$ cat config.mk
export PLATFORM = sky130hd
export DESIGN_NAME = sc_matrix_chain_driver_flat
export DESIGN_NICKNAME = d
export VERILOG_FILES = /design/src/rtl/sc_matrix_chain_driver_if.sv /design/src/rtl/sc_matrix_chain_driver.sv /design/src/flat_wrapper.sv
export SDC_FILE = /design/constraint.sdc
export NUM_CORES = 1
export LEC_CHECK = 0
export BUFFER_PORTS_ARGS = -buffer_cell sky130_fd_sc_hd__buf_2
export CORE_MARGIN = 2
export CORE_UTILIZATION = 61
export CTS_BUF_LIST = sky130_fd_sc_hd__clkbuf_8
export CTS_CLUSTER_DIAMETER = 100
export CTS_CLUSTER_SIZE = 24
export DETAILED_ROUTE_END_ITERATION = 6
export PLACE_DENSITY = 0.82
export SLEW_MARGIN = 20
export SYNTH_ARGS = -nofsm -noshare
export SYNTH_HDL_FRONTEND = slang
export SYNTH_SLANG_ARGS = --single-unit
$ cat constraint.sdc
create_clock -name SC_MATRIXCHAIN_CLOCK_50 -period 7 [get_ports SC_MATRIXCHAIN_CLOCK_50]
set_input_delay 0.7 -clock SC_MATRIXCHAIN_CLOCK_50 [delete_from_list [all_inputs] [get_ports SC_MATRIXCHAIN_CLOCK_50]]
set_output_delay 0.7 -clock SC_MATRIXCHAIN_CLOCK_50 [all_outputs]
set_load 0.01 [all_outputs]
$ cat src/rtl/sc_matrix_chain_driver_if.sv
// Signal bundle between the game-state logic and the MAX7219 chain driver.
// The driver also owns the three serial pins toward the matrix modules.
interface sc_matrix_chain_driver_if #(
  parameter int NUM_DEVICES = 1
);
  logic [64*NUM_DEVICES-1:0] SC_MATRIXCHAIN_frame_InBUS;
  logic                      SC_MATRIXCHAIN_load_InLow;
  logic [3:0]                SC_MATRIXCHAIN_intensity_InBUS;
  logic                      SC_MATRIXCHAIN_blank_InLow;
  logic                      SC_MATRIXCHAIN_ready_Out;
  logic                      SC_MATRIXCHAIN_frameDone_OutLow;
  logic                      SC_MATRIXCHAIN_max7219DIN_Out;
  logic                      SC_MATRIXCHAIN_max7219NCS_Out;
  logic                      SC_MATRIXCHAIN_max7219CLK_Out;

  modport master (
    output SC_MATRIXCHAIN_frame_InBUS, SC_MATRIXCHAIN_load_InLow,
           SC_MATRIXCHAIN_intensity_InBUS, SC_MATRIXCHAIN_blank_InLow,
    input  SC_MATRIXCHAIN_ready_Out, SC_MATRIXCHAIN_frameDone_OutLow,
           SC_MATRIXCHAIN_max7219DIN_Out, SC_MATRIXCHAIN_max7219NCS_Out,
           SC_MATRIXCHAIN_max7219CLK_Out
  );

  modport slave (
    input  SC_MATRIXCHAIN_frame_InBUS, SC_MATRIXCHAIN_load_InLow,
           SC_MATRIXCHAIN_intensity_InBUS, SC_MATRIXCHAIN_blank_InLow,
    output SC_MATRIXCHAIN_ready_Out, SC_MATRIXCHAIN_frameDone_OutLow,
           SC_MATRIXCHAIN_max7219DIN_Out, SC_MATRIXCHAIN_max7219NCS_Out,
           SC_MATRIXCHAIN_max7219CLK_Out
  );
endinterface

$ cat src/rtl/sc_matrix_chain_driver.sv
// MAX7219 daisy-chain driver: init sequence, double-buffered frame and
// continuous row refresh with blank/intensity commands inserted on change.
module sc_matrix_chain_driver #(
  parameter int         NUM_DEVICES    = 1,
  parameter int         CLKDIV         = 4,
  parameter bit         ROTATE         = 1'b0,
  parameter logic [3:0] INIT_INTENSITY = 4'hA
) (
  input logic SC_MATRIXCHAIN_CLOCK_50,
  input logic SC_MATRIXCHAIN_RESET_InLow,
  sc_matrix_chain_driver_if.slave bus
);
  localparam int FRAME_W = 64 * NUM_DEVICES;
  localparam int WORD_W  = 16 * NUM_DEVICES;
  localparam int DIV_W   = $clog2(2 * CLKDIV) + 1;
  localparam int BIT_W   = $clog2(WORD_W) + 1;

  typedef enum logic [2:0] {INIT, IDLE_SEL, SHIFT_LOW, SHIFT_HIGH, GAP} stateT;

  logic clk, rstInN, rstN;
  logic [1:0] rstSync;
  stateT state, stateNext;
  logic [DIV_W-1:0] divCnt, divNext;
  logic [BIT_W-1:0] bitCnt, bitNext;
  logic [WORD_W-1:0] shiftReg, shiftNext, rowWord;
  logic [FRAME_W-1:0] activeBuf, pendingBuf;
  logic [2:0] initStep, rowPtr;
  logic [3:0] lastIntensity;
  logic [15:0] cmdWord;
  logic rowSel7, pendingVld, lastNormal, shifting;
  logic selInit, selBlank, selIntensity, selRow, commitNow;
  logic ncsQ, clkQ, dinQ, frameDoneQ;

  assign clk    = SC_MATRIXCHAIN_CLOCK_50;
  assign rstInN = SC_MATRIXCHAIN_RESET_InLow;

  function automatic logic [15:0] initWord(input logic [2:0] step);
    case (step)
      3'd0:    initWord = 16'h0F00;
      3'd1:    initWord = 16'h0B07;
      3'd2:    initWord = 16'h0900;
      3'd3:    initWord = {12'h0A0, INIT_INTENSITY};
      default: initWord = 16'h0C01;
    endcase
  endfunction

  // ROTATE sends column (7-r) of the tile, row 0 landing on the MSB.
  function automatic logic [7:0] tileRow(input logic [63:0] tile, input logic [2:0] r);
    logic [7:0] res;
    res = '0;
    if (ROTATE) begin
      for (int k = 0; k < 8; k++) res[7-k] = tile[k*8 + 7 - int'(r)];
    end else begin
      res = tile[int'(r)*8 +: 8];
    end
    return res;
  endfunction

  // Reset asserts immediately, releases two clocks after the pin goes high.
  always_ff @(posedge clk or negedge rstInN) begin
    if (!rstInN) rstSync <= 2'b00;
    else         rstSync <= {rstSync[0], 1'b1};
  end
  assign rstN = rstSync[1];

  always_comb begin
    rowWord = '0;
    for (int d = 0; d < NUM_DEVICES; d++)
      rowWord[d*16 +: 16] = {4'h0, {1'b0, rowPtr} + 4'd1, tileRow(activeBuf[d*64 +: 64], rowPtr)};
  end

  always_comb begin
    stateNext    = state;
    divNext      = divCnt;
    bitNext      = bitCnt;
    shiftNext    = shiftReg;
    cmdWord      = 16'h0000;
    selInit      = 1'b0;
    selBlank     = 1'b0;
    selIntensity = 1'b0;
    selRow       = 1'b0;
    commitNow    = 1'b0;
    case (state)
      INIT: stateNext = IDLE_SEL;
      IDLE_SEL: begin
        if (initStep < 3'd5) begin
          selInit = 1'b1;
          cmdWord = initWord(initStep);
        end else if (bus.SC_MATRIXCHAIN_blank_InLow != lastNormal) begin
          selBlank = 1'b1;
          cmdWord  = {8'h0C, 7'd0, bus.SC_MATRIXCHAIN_blank_InLow};
        end else if (bus.SC_MATRIXCHAIN_intensity_InBUS != lastIntensity) begin
          selIntensity = 1'b1;
          cmdWord      = {12'h0A0, bus.SC_MATRIXCHAIN_intensity_InBUS};
        end else begin
          selRow = 1'b1;
        end
        shiftNext = selRow ? rowWord : {NUM_DEVICES{cmdWord}};
        bitNext   = BIT_W'(WORD_W - 1);
        divNext   = '0;
        stateNext = SHIFT_LOW;
      end
      SHIFT_LOW: begin
        if (divCnt == DIV_W'(CLKDIV - 1)) begin
          divNext   = '0;
          stateNext = SHIFT_HIGH;
        end else begin
          divNext = divCnt + 1'b1;
        end
      end
      SHIFT_HIGH: begin
        if (divCnt == DIV_W'(CLKDIV - 1)) begin
          divNext = '0;
          if (bitCnt == '0) begin
            stateNext = GAP;
          end else begin
            bitNext   = bitCnt - 1'b1;
            shiftNext = shiftReg << 1;
            stateNext = SHIFT_LOW;
          end
        end else begin
          divNext = divCnt + 1'b1;
        end
      end
      GAP: begin
        // IDLE_SEL supplies the last NCS-high cycle of the gap.
        if (divCnt == DIV_W'(2 * CLKDIV - 2)) begin
          divNext   = '0;
          stateNext = IDLE_SEL;
          commitNow = rowSel7 && pendingVld;
        end else begin
          divNext = divCnt + 1'b1;
        end
      end
      default: stateNext = INIT;
    endcase
  end

  assign shifting = (stateNext == SHIFT_LOW) || (stateNext == SHIFT_HIGH);

  always_ff @(posedge clk or negedge rstN) begin
    if (!rstN) begin
      state         <= INIT;
      divCnt        <= '0;
      bitCnt        <= '0;
      shiftReg      <= '0;
      initStep      <= 3'd0;
      rowPtr        <= 3'd0;
      rowSel7       <= 1'b0;
      lastIntensity <= 4'h0;
      lastNormal    <= 1'b0;
      activeBuf     <= '0;
      pendingBuf    <= '0;
      pendingVld    <= 1'b0;
      ncsQ          <= 1'b1;
      clkQ          <= 1'b0;
      dinQ          <= 1'b0;
      frameDoneQ    <= 1'b1;
    end else begin
      state    <= stateNext;
      divCnt   <= divNext;
      bitCnt   <= bitNext;
      shiftReg <= shiftNext;
      ncsQ     <= !shifting;
      clkQ     <= (stateNext == SHIFT_HIGH);
      dinQ     <= shifting & shiftNext[WORD_W-1];
      if (state == IDLE_SEL) begin
        if (selInit) begin
          initStep <= initStep + 3'd1;
          if (initStep == 3'd3) lastIntensity <= INIT_INTENSITY;
          if (initStep == 3'd4) lastNormal <= 1'b1;
        end
        if (selBlank) lastNormal <= bus.SC_MATRIXCHAIN_blank_InLow;
        if (selIntensity) lastIntensity <= bus.SC_MATRIXCHAIN_intensity_InBUS;
        if (selRow) rowPtr <= rowPtr + 3'd1;
        rowSel7 <= selRow && (rowPtr == 3'd7);
      end
      frameDoneQ <= !commitNow;
      if (commitNow) activeBuf <= pendingBuf;
      // A load coinciding with a commit becomes the next pending frame.
      if (!bus.SC_MATRIXCHAIN_load_InLow) begin
        pendingBuf <= bus.SC_MATRIXCHAIN_frame_InBUS;
        pendingVld <= 1'b1;
      end else if (commitNow) begin
        pendingVld <= 1'b0;
      end
    end
  end

  assign bus.SC_MATRIXCHAIN_ready_Out        = !pendingVld;
  assign bus.SC_MATRIXCHAIN_frameDone_OutLow = frameDoneQ;
  assign bus.SC_MATRIXCHAIN_max7219DIN_Out   = dinQ;
  assign bus.SC_MATRIXCHAIN_max7219NCS_Out   = ncsQ;
  assign bus.SC_MATRIXCHAIN_max7219CLK_Out   = clkQ;
endmodule

$ cat src/flat_wrapper.sv
// flat-port wrapper written by rule: the top's interface ports become plain ports
module sc_matrix_chain_driver_flat 
#(
  parameter int         NUM_DEVICES    = 1,
  parameter int         CLKDIV         = 4,
  parameter bit         ROTATE         = 1'b0,
  parameter logic [3:0] INIT_INTENSITY = 4'hA
)
  (SC_MATRIXCHAIN_CLOCK_50, SC_MATRIXCHAIN_RESET_InLow, bus_SC_MATRIXCHAIN_frame_InBUS, bus_SC_MATRIXCHAIN_load_InLow, bus_SC_MATRIXCHAIN_intensity_InBUS, bus_SC_MATRIXCHAIN_blank_InLow, bus_SC_MATRIXCHAIN_ready_Out, bus_SC_MATRIXCHAIN_frameDone_OutLow, bus_SC_MATRIXCHAIN_max7219DIN_Out, bus_SC_MATRIXCHAIN_max7219NCS_Out, bus_SC_MATRIXCHAIN_max7219CLK_Out);
  sc_matrix_chain_driver_if #(.NUM_DEVICES(NUM_DEVICES)) bus_i ();
  input logic SC_MATRIXCHAIN_CLOCK_50;
  input logic SC_MATRIXCHAIN_RESET_InLow;
  input wire logic [$bits(bus_i.SC_MATRIXCHAIN_frame_InBUS)-1:0] bus_SC_MATRIXCHAIN_frame_InBUS;
  input wire logic [$bits(bus_i.SC_MATRIXCHAIN_load_InLow)-1:0] bus_SC_MATRIXCHAIN_load_InLow;
  input wire logic [$bits(bus_i.SC_MATRIXCHAIN_intensity_InBUS)-1:0] bus_SC_MATRIXCHAIN_intensity_InBUS;
  input wire logic [$bits(bus_i.SC_MATRIXCHAIN_blank_InLow)-1:0] bus_SC_MATRIXCHAIN_blank_InLow;
  output wire logic [$bits(bus_i.SC_MATRIXCHAIN_ready_Out)-1:0] bus_SC_MATRIXCHAIN_ready_Out;
  output wire logic [$bits(bus_i.SC_MATRIXCHAIN_frameDone_OutLow)-1:0] bus_SC_MATRIXCHAIN_frameDone_OutLow;
  output wire logic [$bits(bus_i.SC_MATRIXCHAIN_max7219DIN_Out)-1:0] bus_SC_MATRIXCHAIN_max7219DIN_Out;
  output wire logic [$bits(bus_i.SC_MATRIXCHAIN_max7219NCS_Out)-1:0] bus_SC_MATRIXCHAIN_max7219NCS_Out;
  output wire logic [$bits(bus_i.SC_MATRIXCHAIN_max7219CLK_Out)-1:0] bus_SC_MATRIXCHAIN_max7219CLK_Out;
  assign bus_i.SC_MATRIXCHAIN_frame_InBUS = bus_SC_MATRIXCHAIN_frame_InBUS;
  assign bus_i.SC_MATRIXCHAIN_load_InLow = bus_SC_MATRIXCHAIN_load_InLow;
  assign bus_i.SC_MATRIXCHAIN_intensity_InBUS = bus_SC_MATRIXCHAIN_intensity_InBUS;
  assign bus_i.SC_MATRIXCHAIN_blank_InLow = bus_SC_MATRIXCHAIN_blank_InLow;
  assign bus_SC_MATRIXCHAIN_ready_Out = bus_i.SC_MATRIXCHAIN_ready_Out;
  assign bus_SC_MATRIXCHAIN_frameDone_OutLow = bus_i.SC_MATRIXCHAIN_frameDone_OutLow;
  assign bus_SC_MATRIXCHAIN_max7219DIN_Out = bus_i.SC_MATRIXCHAIN_max7219DIN_Out;
  assign bus_SC_MATRIXCHAIN_max7219NCS_Out = bus_i.SC_MATRIXCHAIN_max7219NCS_Out;
  assign bus_SC_MATRIXCHAIN_max7219CLK_Out = bus_i.SC_MATRIXCHAIN_max7219CLK_Out;
  sc_matrix_chain_driver #(.NUM_DEVICES(NUM_DEVICES), .CLKDIV(CLKDIV), .ROTATE(ROTATE), .INIT_INTENSITY(INIT_INTENSITY)) u_core (.SC_MATRIXCHAIN_CLOCK_50(SC_MATRIXCHAIN_CLOCK_50), .SC_MATRIXCHAIN_RESET_InLow(SC_MATRIXCHAIN_RESET_InLow), .bus(bus_i));
endmodule
After elaboration in Yosys (flattened, before gate mapping)
Cells that the tools add are included.
{ "classes": {"add_sub_neg": 5, "n_lt_le_gt_ge": 1, "n_eq_ne": 18, "shifts": 1, "mux": 43, "n_bitwise": 1, "reduce_logical": 21} }
{ "ops": {"columns": ["op", "count"], "rows": [
  ["16-bit 2-to-1 mux", 5],
  ["64-bit by 7-bit indexed part select with 8-bit output", 1],
  ["11-bit one-hot mux with 4 select lines", 1],
  ["16-bit one-hot mux with 2 select lines", 1],
  ["1-bit 2-to-1 mux", 21],
  ["4-bit 2-to-1 mux", 5],
  ["3-bit by 2-bit == test with 1-bit output (second input constant)", 6],
  ["3-bit one-hot mux with 5 select lines", 1],
  ["12-bit 2-to-1 mux", 1],
  ["3-bit 2-to-1 mux", 4],
  ["4-bit one-hot mux with 3 select lines", 1],
  ["5-bit 2-to-1 mux", 2],
  ["5-bit one-hot mux with 2 select lines", 1],
  ["2-bit nonzero test", 5],
  ["3-bit == test (second input constant)", 3],
  ["3-bit AND reduction", 3],
  ["3-bit by 1-bit adder with 3-bit output (second input constant)", 2],
  ["3-bit by 1-bit == test with 1-bit output (second input constant)", 2],
  ["3-bit logical NOT", 2],
  ["5-bit logical NOT", 1],
  ["5-bit by 1-bit subtractor with 5-bit output (second input constant)", 1],
  ["3-bit by 1-bit adder with 4-bit output (second input constant)", 1],
  ["4-bit by 1-bit adder with 4-bit output (second input constant)", 1],
  ["4-bit by 2-bit == test with 1-bit output (second input constant)", 1],
  ["13 further kinds", 18]
]} }
{ "word_totals": {"register_bits": 175, "output_inout_bits": 5, "elab_cells": 108} }

Longest topological paths before layout
Gate-level depths: netlist of the first run.
{ "depth": {"word_depth": 8, "ltp_mapped": 8} }

Worst setup path after synthesis of the first run
Ideal clock, no wire load.
{ "synth_timing": {"path_type": "register to register", "start": "register u_core.bitCnt[0]", "end": "register u_core.shiftReg[5]", "setup_ns": 0.124, "arrival_time_ns": 1.718, "required_time_ns": 6.876, "slack_ns": 5.158, "stages_incl_launch_ff": 9, "n_path_buf": 1, "period_less_slack_ns": 1.842, "path_cell_list": "dfrtp_1 -> inv_1 -> ha_1 -> or4b_4 -> nand2_2 -> nor2_1 -> buf_2 -> a221oi_2 -> nor2_1"} }
{ "synth_via": {"elab_chain_len": 3} }
{ "synth_lines": {"columns": ["element", "line", "source"], "rows": [
  ["start, declared", "sc_matrix_chain_driver.sv:24", "logic [BIT_W-1:0] bitCnt, bitNext;"],
  ["start signal, assigned", "sc_matrix_chain_driver.sv:162", "bitCnt <= bitNext;"],
  ["5-bit logical NOT", "sc_matrix_chain_driver.sv:114", "if (bitCnt == '0) begin"],
  ["2-bit != test (no source line)", null, null],
  ["3-bit AND reduction (no source line)", null, null],
  ["end signal, assigned", "sc_matrix_chain_driver.sv:163", "shiftReg <= shiftNext;"],
  ["end, declared", "sc_matrix_chain_driver.sv:25", "logic [WORD_W-1:0] shiftReg, shiftNext, rowWord;"]
]} }
No other way between the ends.
A chain may end at the register's enable or synchronous reset.

Worst setup path in the final report of the first run
{ "layout_timing": {"start": "register u_core.state[1]", "end": "register u_core.activeBuf[20]"} }
{ "layout_via": {"elab_chain_len": 2} }
{ "layout_lines": {"columns": ["element", "line", "source"], "rows": [
  ["start, declared", "sc_matrix_chain_driver.sv:22", "stateT state, stateNext;"],
  ["start signal, assigned", "sc_matrix_chain_driver.sv:160", "state <= stateNext;"],
  ["3-bit == test", "sc_matrix_chain_driver.sv:83", "case (state)"],
  ["1-bit 2-to-1 mux", "sc_matrix_chain_driver.sv:83", null],
  ["end signal, assigned", "sc_matrix_chain_driver.sv:179", "if (commitNow) activeBuf <= pendingBuf;"],
  ["end, declared", "sc_matrix_chain_driver.sv:26", "logic [FRAME_W-1:0] activeBuf, pendingBuf;"]
]} }
No other way between the ends.

==> impl_results.md, run 1 <==
* Status: finished clean
* Max Clk Rate at around 400 MHz
* Final TNS setup at 0 ns
* Flops & latches, synth at between 150 and 200
* I/O Buffers at 76
* Highest-delay cell along the critical path: buf_4
* Ant. Diodes at 0
* CTS tree: built
* HP Start: u_core.rstSync[0]
* Synthesized net count at 615
* First drt pass iteration count at 4
* Main synth FF type: dfrtp_1
* Via-to-Cell Ratio at ~5.7
* Worst vdd rail ir drop at ~0.18 mV
* Cts hold-fix bufs at 1
* Max Cap Violations at 0
* Reg2reg start: u_core.state[1]
* CTS max path bufs at 2
* Gpl congestion at 0.868
* Post-synthesis cell count at 532
* Remaining DRCs at 0
* Layout cells sized above 1 at a little under half
* Worst Hold Path Cells at 0
* Syn Area/Cell at 14.3 um^2
* # setup viols final at 0
* Initial drt markers at roughly 250
* Number of enable flip-flop cells after synthesis at 0
* Post-placement cell area at between 8000 and 9000 um^2
* Detailed Route WL at ~14 mm
* Clock Latency Late Sink at between 0.4 and 0.5 ns
* Routed Antenna Nets at 0
* Critical path buffers and inverters at 1
* Io pins at between 70 and 80
* Area Overhead vs Synth at 12.7%
* FFs w/ async S/R, synth at 100%
* Endpoint type of the worst setup path: register
* PD cells at ~230 nW/um^2
* Root Buffer: clkbuf_8
* Max stage delay on crit path at approximately 0.64 ns
* Worst path cell trace: nor2_2, nand4_1, nor2_4, buf_4, mux2_2
* Worst endpoint required time at roughly 7.3 ns
* Chip height at between 100 and 150 um
* Core area at between 10000 and 15000 um^2
* Worst slew margin at between 30% and 40%
* Register area at between 4000 and 5000 um^2
* Largest net degree at the start of global routing at 70
* Ys Warns at 0
* Critical Path Source Type: register
* Hold worst-path end: u_core.rstSync[1]
* Total track usage at 23.3%
* Sink Count at between 150 and 200
* # fillers at 836
* Die width at around 120 um
* Clock Pin Slew Worst Setup and Hold Paths at 0.09 ns
* Slew @ Worst Pin at about 0.93 ns
* Post-synthesis sequential area ratio at 57.6%
* Vias post-DR at about 4500
* Pins Over Slew Limit at 0
* Final worst path period need at around 2.5 ns
* Vias in the first global route at between 4000 and 5000
* Stages on worst setup path at 5
* Final HPWL DP at between 9 and 10 mm
* Routed len/inst at roughly 18 um
* Crit Path Class: reg -> reg
* First-pass GRT wire length at about 23 mm
* Initial antenna violation count at 0
* R2R depth at 5
* Die ar. at 13400 um^2
* Peak fanout along the critical path at between 60 and 70
* Fin crit share at between 30% and 40%
* Clock Skew at about 0.011 ns
* PnR worst setup slack at about 4.5 ns
* Post-layout nets at between 600 and 700
* Synthesized cell area at around 7600 um^2
* LEAKAGE at 4.00 nW
* Place WS at roughly 4.5 ns
* Grt ovf at 0
* Fin. Hold Viols at 0
* H-tree Lvls at 4
* R2R setup slack at 4.53 ns
* Largest delay contributor family on the critical path: simple AND/OR/NAND/NOR gates
* RSZ-0062 raised after global routing: false
* FP Rows at 40
* Combined area of the multi-input logic cells at between 3000 and 4000 um^2
* Distinct cell type count after synthesis at 61
* Critical path data arrival time at between 2 and 3 ns
* Design area at 8570 um^2
* Post-CTS Setup Bufs at 0
* Cts repair resizes at 0
* Initial Util at between 60% and 70%
* Cts bufs inserted at 17
* Hold Path Class: reg -> reg
* Worst reg2reg path endpoint: u_core.activeBuf[20]
==> synthesized netlist by cell type, types with 4 or more instances <==
cell type	instances	area share, %
a21oi_1	8	0.53
a22o_1	4	0.46
buf_2	8	0.53
buf_4	6	0.59
clkbuf_1	8	0.39
dfrtp_1	173	57
ha_1	11	1.8
inv_1	11	0.54
mux2_2	136	20
mux4_2	16	4.7
nand2_1	20	0.99
nand3_1	5	0.33
nor2_1	27	1.3
o21ai_0	16	1.1
xnor2_1	7	0.81
xor2_1	5	0.58
==> worst max-delay path by stage <==
stage / start / slack [ns] / endpoint
floorplan: u_core.rstSync[1] / 1.77 / u_core.activeBuf[0]
global placement: u_core.rowPtr[1] / 4.61 / u_core.shiftReg[0]
detailed placement: u_core.rowPtr[0] / 4.50 / u_core.shiftReg[4]
CTS: u_core.rowPtr[0] / 4.45 / u_core.shiftReg[4]
global route: u_core.rstSync[1] / 4.22 / u_core.lastIntensity[1]
finish: u_core.state[1] / 4.53 / u_core.activeBuf[20]
==> cells in the final DEF, fill, tap and decap left out, types with 2 or more instances in the layout <==
cell type	netlist	layout
dfrtp_1	173	171
mux2_2	136	136
buf_2	8	76
nor2_1	27	26
nand2_1	20	20
clkbuf_8	0	17
o21ai_0	16	16
mux4_2	16	16
inv_1	11	12
ha_1	11	11
a21oi_1	8	8
xnor2_1	7	7
bufinv_16	0	6
nand3_1	5	5
xor2_1	5	5
a22o_1	4	4
buf_4	6	4
nand2b_1	3	3
and2_1	3	3
nand4_1	3	3
a221oi_2	3	3
mux2i_1	3	3
a31oi_1	3	3
nor3_1	3	3
clkinv_2	0	3
nor3b_2	2	2
o31ai_1	2	2
nor2b_1	2	2
and3_1	2	2
a221oi_1	2	2
or2b_1	2	2
a211oi_1	2	2
a22oi_1	2	2
o211ai_1	2	2
clkinvlp_4	0	2
inv_6	0	2
dfstp_2	2	2
==> flip-flops by register name, indices dropped and copies added, names as in the netlist, 2 cells and up <==
signal                count
u_core.initStep           3
u_core.divCnt             4
u_core.rstSync            2
u_core.state              3
u_core.activeBuf         64
u_core.shiftReg          16
u_core.lastIntensity      4
u_core.bitCnt             5
u_core.pendingBuf        64
u_core.rowPtr             3
==> kinds of logic (layout without fill, tap and decap cells) <==
logic type               after synthesis  count (layout)  synth area share [%]
other                                  1               1                0.0493
XOR/XNOR                              12              12                  1.38
AO/OA/AOI/OAI                         59              59                  5.76
flip-flops                           175             175                  57.6
adder cells (fa/ha/maj)               11              11                  1.81
multiplexers                         155             155                  25.3
buffers and inverters                 37             124                  2.55
AND/OR/NAND/NOR                       82              82                  5.59
==> metal layers <==
metal  global-route usage (%)  wire length (um)  vias to the layer above
met5                        0                 0                        -
met3                     6.28               687                       28
li1                         -                 -                     2066
met1                     30.6              6030                     2283
met2                     37.2              7170                      114
met4                     9.68               398                        0
==> where the power goes <==
group | total [mW] | internal [mW] | switching (mW) | leakage, nW
Clock | 0.817 | 0.460 | 0.358 | 0.238
Combinational | 0.0948 | 0.0546 | 0.0402 | 1.55
Sequential | 1.08 | 1.05 | 0.0329 | 2.21
==> metrics by stage <==
| stage | power, mW | std cells | hold slack, ns | util [%] |
|---|---|---|---|---|
| floorplan | 1.15 | 532 | 0.331 | - |
| global placement | 1.19 | 754 | 0.347 | 66.8 |
| detailed placement | 1.20 | 754 | 0.335 | 66.8 |
| CTS | 2.01 | 787 | 0.354 | 70.8 |
| global route | 2.07 | 787 | 0.368 | 70.8 |
| finish | 2.00 | 787 | 0.352 | 70.8 |
==> layout make-up <==
cell class                      count  share of cell area [%]
Clock buffer                       17                    2.73
Clock inverter                     15                    2.80
Inverter                           11                   0.482
Multi-Input combinational cell    320                    35.5
Sequential cell                   175                    51.2
Tap cell                          168                    2.45
Timing Repair Buffer               81                    4.90
No activity file was read; power rests on OpenSTA's default activity.
==> run 2, diff against run 1 <==
Settings changed: CORE_UTILIZATION 61 to 55, PLACE_DENSITY 0.82 to 0.78.
Clock period 7 ns to 2.1 ns, I/O delays scaled along.
==> impl_results.md, run 2 (same netlist as run 1, synthesis figures left out) <==
* Clock Latency Late Sink at 0.46 ns (about the same)
* Largest net degree at the start of global routing at 79 (was 70)
* Initial antenna violation count at 1 (was 0)
* Area Overhead vs Synth at 23.8% (was 12.7%)
* Max Cap Violations at 0 (unchanged)
* CTS max path bufs at 2 (unchanged)
* Largest regs: u_core.activeBuf x64, u_core.pendingBuf x64, u_core.shiftReg x16 (unchanged)
* RSZ-0062 raised after global routing: false (unchanged)
* First drt pass iteration count at 4 (unchanged)
* Root Buffer: clkbuf_8 (unchanged)
* Grt ovf at 0 (unchanged)
* CTS tree: built (unchanged)
* Final HPWL DP at 10.6 mm (was 9.80 mm)
* Worst reg2reg path endpoint: u_core.shiftReg[4] (was u_core.activeBuf[20])
* Initial Util at 56.8% (was 62.8%)
* Initial drt markers at 341 (was 253)
* Register area at 4390 um^2 (about the same)
* Remaining DRCs at 0 (unchanged)
* Routed len/inst at 18.1 um (about the same)
* Tot Pwr at 6.33 mW (was 2.00 mW)
* Core area at 13400 um^2 (was 12100 um^2)
* Io pins at 77 (unchanged)
* Max Clk Rate at 498 MHz (was 404 MHz)
* Peak fanout along the critical path at 9 (was 66)
* Critical path data arrival time at 2.38 ns (was 2.82 ns)
* Gpl congestion at 0.935 (was 0.868)
* Die width at 122 um (was 116 um)
* Critical Path Source Type: register (unchanged)
* Routed Antenna Nets at 0 (unchanged)
* Detailed Route WL at 16.0 mm (was 14.3 mm)
* Crit Path Class: reg -> reg (unchanged)
* Global routing usage on met2 at 40.1% (was 37.2%)
* Critical path launch point: u_core.bitCnt[0] (was u_core.state[1])
* Commonest non-fill, non-tap cells in the layout: 172 x dfrtp_1, 136 x mux2_2, 76 x buf_2 (was 171 x dfrtp_1, 136 x mux2_2, 76 x buf_2)
* # setup viols final at 0 (unchanged)
* Design area at 9420 um^2 (was 8570 um^2)
* PD cells at 672 nW/um^2 (was 233 nW/um^2)
* Pins Over Slew Limit at 0 (unchanged)
* LEAKAGE at 4.39 nW (was 4.00 nW)
* First-pass GRT wire length at 26.5 mm (was 23.5 mm)
* Final worst path period need at 2.01 ns (was 2.47 ns)
* Reg2reg start: u_core.bitCnt[0] (was u_core.state[1])
* Grt peak-use layer: met2 (unchanged)
* Hold Path Class: in -> reg (was reg -> reg)
* Vias in the first global route at 5220 (was 4740)
* Commonest non-fill, non-tap cell in the layout: dfrtp_1 (unchanged)
* H-tree Lvls at 4 (unchanged)
* Final TNS setup at 0 ns (unchanged)
* Sink Count at 175 (unchanged)
* Post-layout nets at 779 (was 689)
* Die ar. at 14800 um^2 (was 13400 um^2)
* Combined area of the multi-input logic cells at 3060 um^2 (was 3040 um^2)
* Placed cell count at 784 (was 754)
* Setup crit end: u_core.shiftReg[4] (was u_core.activeBuf[20])
* Via-to-Cell Ratio at 5.53 (was 5.71)
* Worst endpoint required time at 2.48 ns (was 7.34 ns)
* FP Rows at 42 (was 40)
* Endpoint type of the worst setup path: register (unchanged)
* Layout cells sized above 1 at 43.5% (was 46.2%)
* Post-Layout Cell Count at 883 (was 787)
* R2R depth at 8 (was 5)
* I/O Buffers at 76 (unchanged)
* Total track usage at 23.7% (was 23.3%)
* Chip height at 122 um (was 116 um)
* Cts bufs inserted at 17 (unchanged)
* M1 GR Usage at 30.2% (was 30.6%)
* Met3 GRT Util at 4.78% (was 6.28%)
* Worst vdd rail ir drop at 0.566 mV (was 0.176 mV)
* Post-placement cell area at 8340 um^2 (was 8090 um^2)
* Post-layout util at 70.3% (was 70.8%)
* Fin crit share at 95.6% (was 35.4%)
* Clock Skew at 0.0107 ns (was 0.0108 ns)
* R2R setup slack at 0.09 ns (was 4.53 ns)
* # fillers at 894 (was 836)
* Vias post-DR at 4886 (was 4491)
* Fin. Hold Viols at 0 (unchanged)
* Clock Pin Slew Worst Setup and Hold Paths at 0.08 ns (was 0.09 ns)
* Status: finished clean (unchanged)
-- run 2: cell count changes in the layout (fill, tap and decap cells not counted), sizes merged --
cell	before	now
buf	80	105
clkinvlp	2	1
dlygate4sd3	1	66
bufinv	6	3
clkbuf	17	18
diode	0	1
-- run 2: worst max-delay path, cell delays in order, from the launching register on --
cell,delay (ns)
dfrtp_1,0.40
inv_1,0.10
ha_1,0.15
or4b_4,0.50
a21bo_2,0.25
nand2_2,0.14
buf_4,0.20
a221oi_2,0.05
nor2_1,0.14
-- run 2: cell type report --
type                            instances  area share (%)
Antenna cell                            1          0.0266
Timing Repair Buffer                  171            14.2
Sequential cell                       175            46.6
Tap cell                              176            2.34
Clock inverter                         11            1.37
Inverter                               11           0.438
Clock buffer                           18            2.63
Multi-Input combinational cell        320            32.5
-- run 2: power by group --
part,leakage (nW),internal (mW),switching (mW)
sequential,2.22,3.50,0.0816
combinational,1.97,0.277,0.187
clock,0.204,1.17,1.11
total,4.39,4.95,1.38
-- run 2: worst min-delay path by stage --
stage                                       start                    end  slack [ns]  depth (start not counted)
6_report       bus_SC_MATRIXCHAIN_frame_InBUS[46]  u_core.pendingBuf[46]        0.04                          2
5_1_grt        bus_SC_MATRIXCHAIN_frame_InBUS[46]  u_core.pendingBuf[46]       0.009                          2
4_1_cts        bus_SC_MATRIXCHAIN_frame_InBUS[46]  u_core.pendingBuf[46]       0.006                          2
3_5_place_dp           SC_MATRIXCHAIN_RESET_InLow      u_core.rstSync[0]      0.0002                          1
3_3_place_gp           SC_MATRIXCHAIN_RESET_InLow      u_core.rstSync[0]      -0.004                          1
2_1_floorplan          SC_MATRIXCHAIN_RESET_InLow      u_core.rstSync[0]       -0.09                          0
-- run 2: metal layers --
layer	share of wire, %	routed length [um]
met2	52	8310
met3	3.6	571
met5	0	0
met4	2.2	346
met1	42	6730
-- run 2: what timing repair did --
| action | CTS | global route |
|---|---|---|
| setup endpoints to repair | 0 | 5 |
| resized for setup | 0 | 4 |
| endpoints found under the hold margin | 67 | 0 |
| setup buffers | 0 | 3 |
| hold buffers | 66 | 0 |
-- run 2: stage by stage --
step	setup WS [ns]	hold WS (ns)
floorplan	0.258	-0.0856
global placement	0.189	-0.00417
detailed placement	0.0710	0.000229
CTS	0.0144	0.00586
global route	0.00711	0.00908
finish	0.0924	0.0412
==> run 3, diff against run 2 <==
Settings changed: CELL_PAD_IN_SITES_DETAIL_PLACEMENT set to 0, CELL_PAD_IN_SITES_GLOBAL_PLACEMENT set to 1, CORE_UTILIZATION 55 to 46, PLACE_DENSITY 0.78 to unset, PLACE_DENSITY_LB_ADDON set to 0.1.
==> impl_results.md, run 3 (same netlist as run 1, synthesis figures left out) <==
* Status: finished clean (unchanged)
* Vias in the first global route at 5213 (was 5220)
* Sw Ratio at 24.7% (was 21.8%)
* Initial drt markers at 194 (was 341)
* # fillers at 1399 (was 894)
* Clock Skew at 0.0126 ns (was 0.0107 ns)
* Highest-delay cell along the critical path: or4b_4 (unchanged)
* H-tree Lvls at 4 (unchanged)
* Layout cells sized above 1 at 44.0% (was 43.5%)
* Routed Antenna Nets at 0 (unchanged)
* Remaining DRCs at 0 (unchanged)
* Worst slew margin at between 50% and 60%
* Post-CTS Setup Bufs at 0 (unchanged)
* Commonest non-fill, non-tap cells in the layout: 172 x dfrtp_1, 136 x mux2_2, 76 x buf_2 (unchanged)
* Gpl congestion at 0.786 (was 0.935)
* Max Cap Violations at 0 (unchanged)
* # setup viols final at 0 (unchanged)
* CTS max path bufs at 2 (unchanged)
* Vias post-DR at 4789 (was 4886)
* Detailed Route WL at 15.9 mm (was 16.0 mm)
* Critical path data arrival time at 2.34 ns (was 2.38 ns)
* Routed len/inst at 17.0 um (was 18.1 um)
* Cts bufs inserted at 17 (unchanged)
* Final TNS setup at 0 ns (unchanged)
* Initial antenna violation count at 0 (was 1)
* Reg power frac at 57.7% (was 56.7%)
* CTS tree: built (unchanged)
* Worst path cell trace: inv_1, ha_1, or4b_4, nand2_4, nor2_1, buf_4, a221oi_1, nor2_1 (was inv_1, ha_1, or4b_4, a21bo_2, nand2_2, buf_4, a221oi_2, nor2_1)
* Crit Path Class: reg -> reg (unchanged)
* Pins Over Slew Limit at 0 (unchanged)
* Critical path launch point: u_core.bitCnt[0] (unchanged)
* Combined area of the multi-input logic cells at 3050 um^2 (was 3060 um^2)
* Sink Count at 175 (unchanged)
* LEAKAGE at 4.40 nW (was 4.39 nW)
* Largest regs: u_core.activeBuf x64, u_core.pendingBuf x64, u_core.shiftReg x16 (unchanged)
* Slew @ Worst Pin at 0.647 ns
* Worst endpoint required time at 2.44 ns (was 2.48 ns)
* Fin crit share at 95.2% (was 95.6%)
* Io pins at 77 (unchanged)
* Die width at 133 um (was 122 um)
* Max Clk Rate at 500 MHz (was 498 MHz)
* Post-layout util at 58.1% (was 70.3%)
* Post-layout nets at 782 (was 779)
* Comb pwr share at 7.3% (about the same)
* Total track usage at 19.6% (was 23.7%)
* Clock Pin Slew Worst Setup and Hold Paths at 0.09 ns (was 0.08 ns)
* Peak fanout along the critical path at 12 (was 9)
* Final HPWL DP at 11.2 mm (was 10.6 mm)
* R2R depth at 8 (unchanged)
* Grt ovf at 0 (unchanged)
* Sw power at 1.54 mW (was 1.38 mW)
* Reg2reg start: u_core.bitCnt[0] (unchanged)
* Final worst path period need at 2.00 ns (was 2.01 ns)
* Critical Path Source Type: register (unchanged)
* Clock Latency Late Sink at 0.46 ns (about the same)
* Worst vdd rail ir drop at 0.416 mV (was 0.566 mV)
* First drt pass iteration count at 4 (unchanged)
* Setup crit end: u_core.shiftReg[4] (unchanged)
* Max stage delay on crit path at 0.50 ns (about the same)
* Top cell by count, worst path: nor2_1
* Ant. Diodes at 0 (was 1)
* Commonest non-fill, non-tap cell in the layout: dfrtp_1 (unchanged)
* Worst reg2reg path endpoint: u_core.shiftReg[4] (unchanged)
* Clk network pwr share at 35.1% (was 36.0%)
* PD cells at 656 nW/um^2 (was 672 nW/um^2)
* FP Rows at 47 (was 42)
* I/O Buffers at 76 (unchanged)
* Hold Path Class: in -> async (was in -> reg)
* Area Overhead vs Synth at 25.0% (was 23.8%)
* Fin. Hold Viols at 0 (unchanged)
* Via-to-Cell Ratio at 5.14 (was 5.53)
* Core area at 16300 um^2 (was 13400 um^2)
* R2R setup slack at 0.1 ns (was 0.09 ns)
* Chip height at 133 um (was 122 um)
* Endpoint type of the worst setup path: register (unchanged)
* Internal at 4.70 mW (was 4.95 mW)
* Root Buffer: clkbuf_8 (unchanged)
* Die ar. at 17600 um^2 (was 14800 um^2)
* Initial Util at 46.5% (was 56.8%)
* First-pass GRT wire length at 27.0 mm (was 26.5 mm)
* Register area at 4390 um^2 (unchanged)
* Largest net degree at the start of global routing at 66 (was 79)
* RSZ-0062 raised after global routing: true (was false)
==> run 3: cell types whose count changed in the layout (fill, tap and decap cells not counted), moves of 2 or more <==
cell | before | now
inv_8 | 0 | 3
bufinv_16 | 3 | 0
clkinv_2 | 4 | 1
inv_6 | 0 | 3
buf_12 | 6 | 8
clkinv_4 | 0 | 2
==> run 3: worst min path at each step <==
| stage | startpoint | end | slack [ns] | cells past startpoint |
|---|---|---|---|---|
| 6_report | SC_MATRIXCHAIN_RESET_InLow | u_core.rstSync[1] | 0.05 | 2 |
| 5_1_grt | SC_MATRIXCHAIN_RESET_InLow | u_core.rstSync[1] | 0.01 | 2 |
| 4_1_cts | SC_MATRIXCHAIN_RESET_InLow | u_core.rstSync[1] | 0.03 | 2 |
| 3_5_place_dp | SC_MATRIXCHAIN_RESET_InLow | u_core.rstSync[0] | -0.004 | 1 |
| 3_3_place_gp | SC_MATRIXCHAIN_RESET_InLow | u_core.rstSync[0] | -0.005 | 1 |
| 2_1_floorplan | SC_MATRIXCHAIN_RESET_InLow | u_core.rstSync[0] | -0.09 | 0 |
==> run 3: power by group through the flow <==
stage | clock network (mW) | registers (mW) | logic, mW
2_1_floorplan | 0 | 3.66 | 0.190
3_3_place_gp | 0 | 3.66 | 0.354
3_5_place_dp | 0 | 3.67 | 0.367
4_1_cts | 2.26 | 3.60 | 0.463
5_1_grt | 2.41 | 3.62 | 0.503
6_report | 2.19 | 3.60 | 0.453
==> run 3: worst max-delay path, delay by kind of cell (launching register included) <==
family | cells | cell delay, ns
simple gates | 4 | 0.74
flops | 1 | 0.41
compound gates | 1 | 0.29
buf+inv | 2 | 0.28
fa+ha+maj | 1 | 0.16
==> run 3: what timing repair did <==
action                     4_1_cts  5_1_grt
setup endpoints to repair        1        4
hold endpoints to repair        68        0
hold buffers                    67        0
gates cloned                     0        0
resized for setup                1        3
==> run 3: metrics by stage <==
stage	cells	hold WS, ns	power [mW]	setup slack [ns]	cell area [um^2]
after global routing	932	0.0112	6.54	-0.0115	9510
after detailed placement	833	-0.00356	4.04	0.00195	8450
after CTS	932	0.0338	6.33	0.0672	9490
final	932	0.0509	6.24	0.0999	9510
after floorplan	532	-0.0856	3.85	0.258	7610
after global placement	833	-0.00481	4.02	0.0879	8450
==> run 3: area by class of cell <==
cell class,count,share of cell area [%]
Sequential cell,175,46.1
Multi-Input combinational cell,320,32.1
Clock buffer,19,2.75
Timing Repair Buffer,174,14.6
Inverter,11,0.434
Clock inverter,13,1.11
Tap cell,220,2.90
==> run 3: metal layers <==
layer / part of all wire, % / vias to the layer above / GRT usage [%]
met5: 0 / - / 0
met4: 0.94 / 0 / 4.84
li1: - / 2247 / -
met1: 45 / 2460 / 25.8
met2: 52 / 70 / 33.4
met3: 2.7 / 12 / 4.29
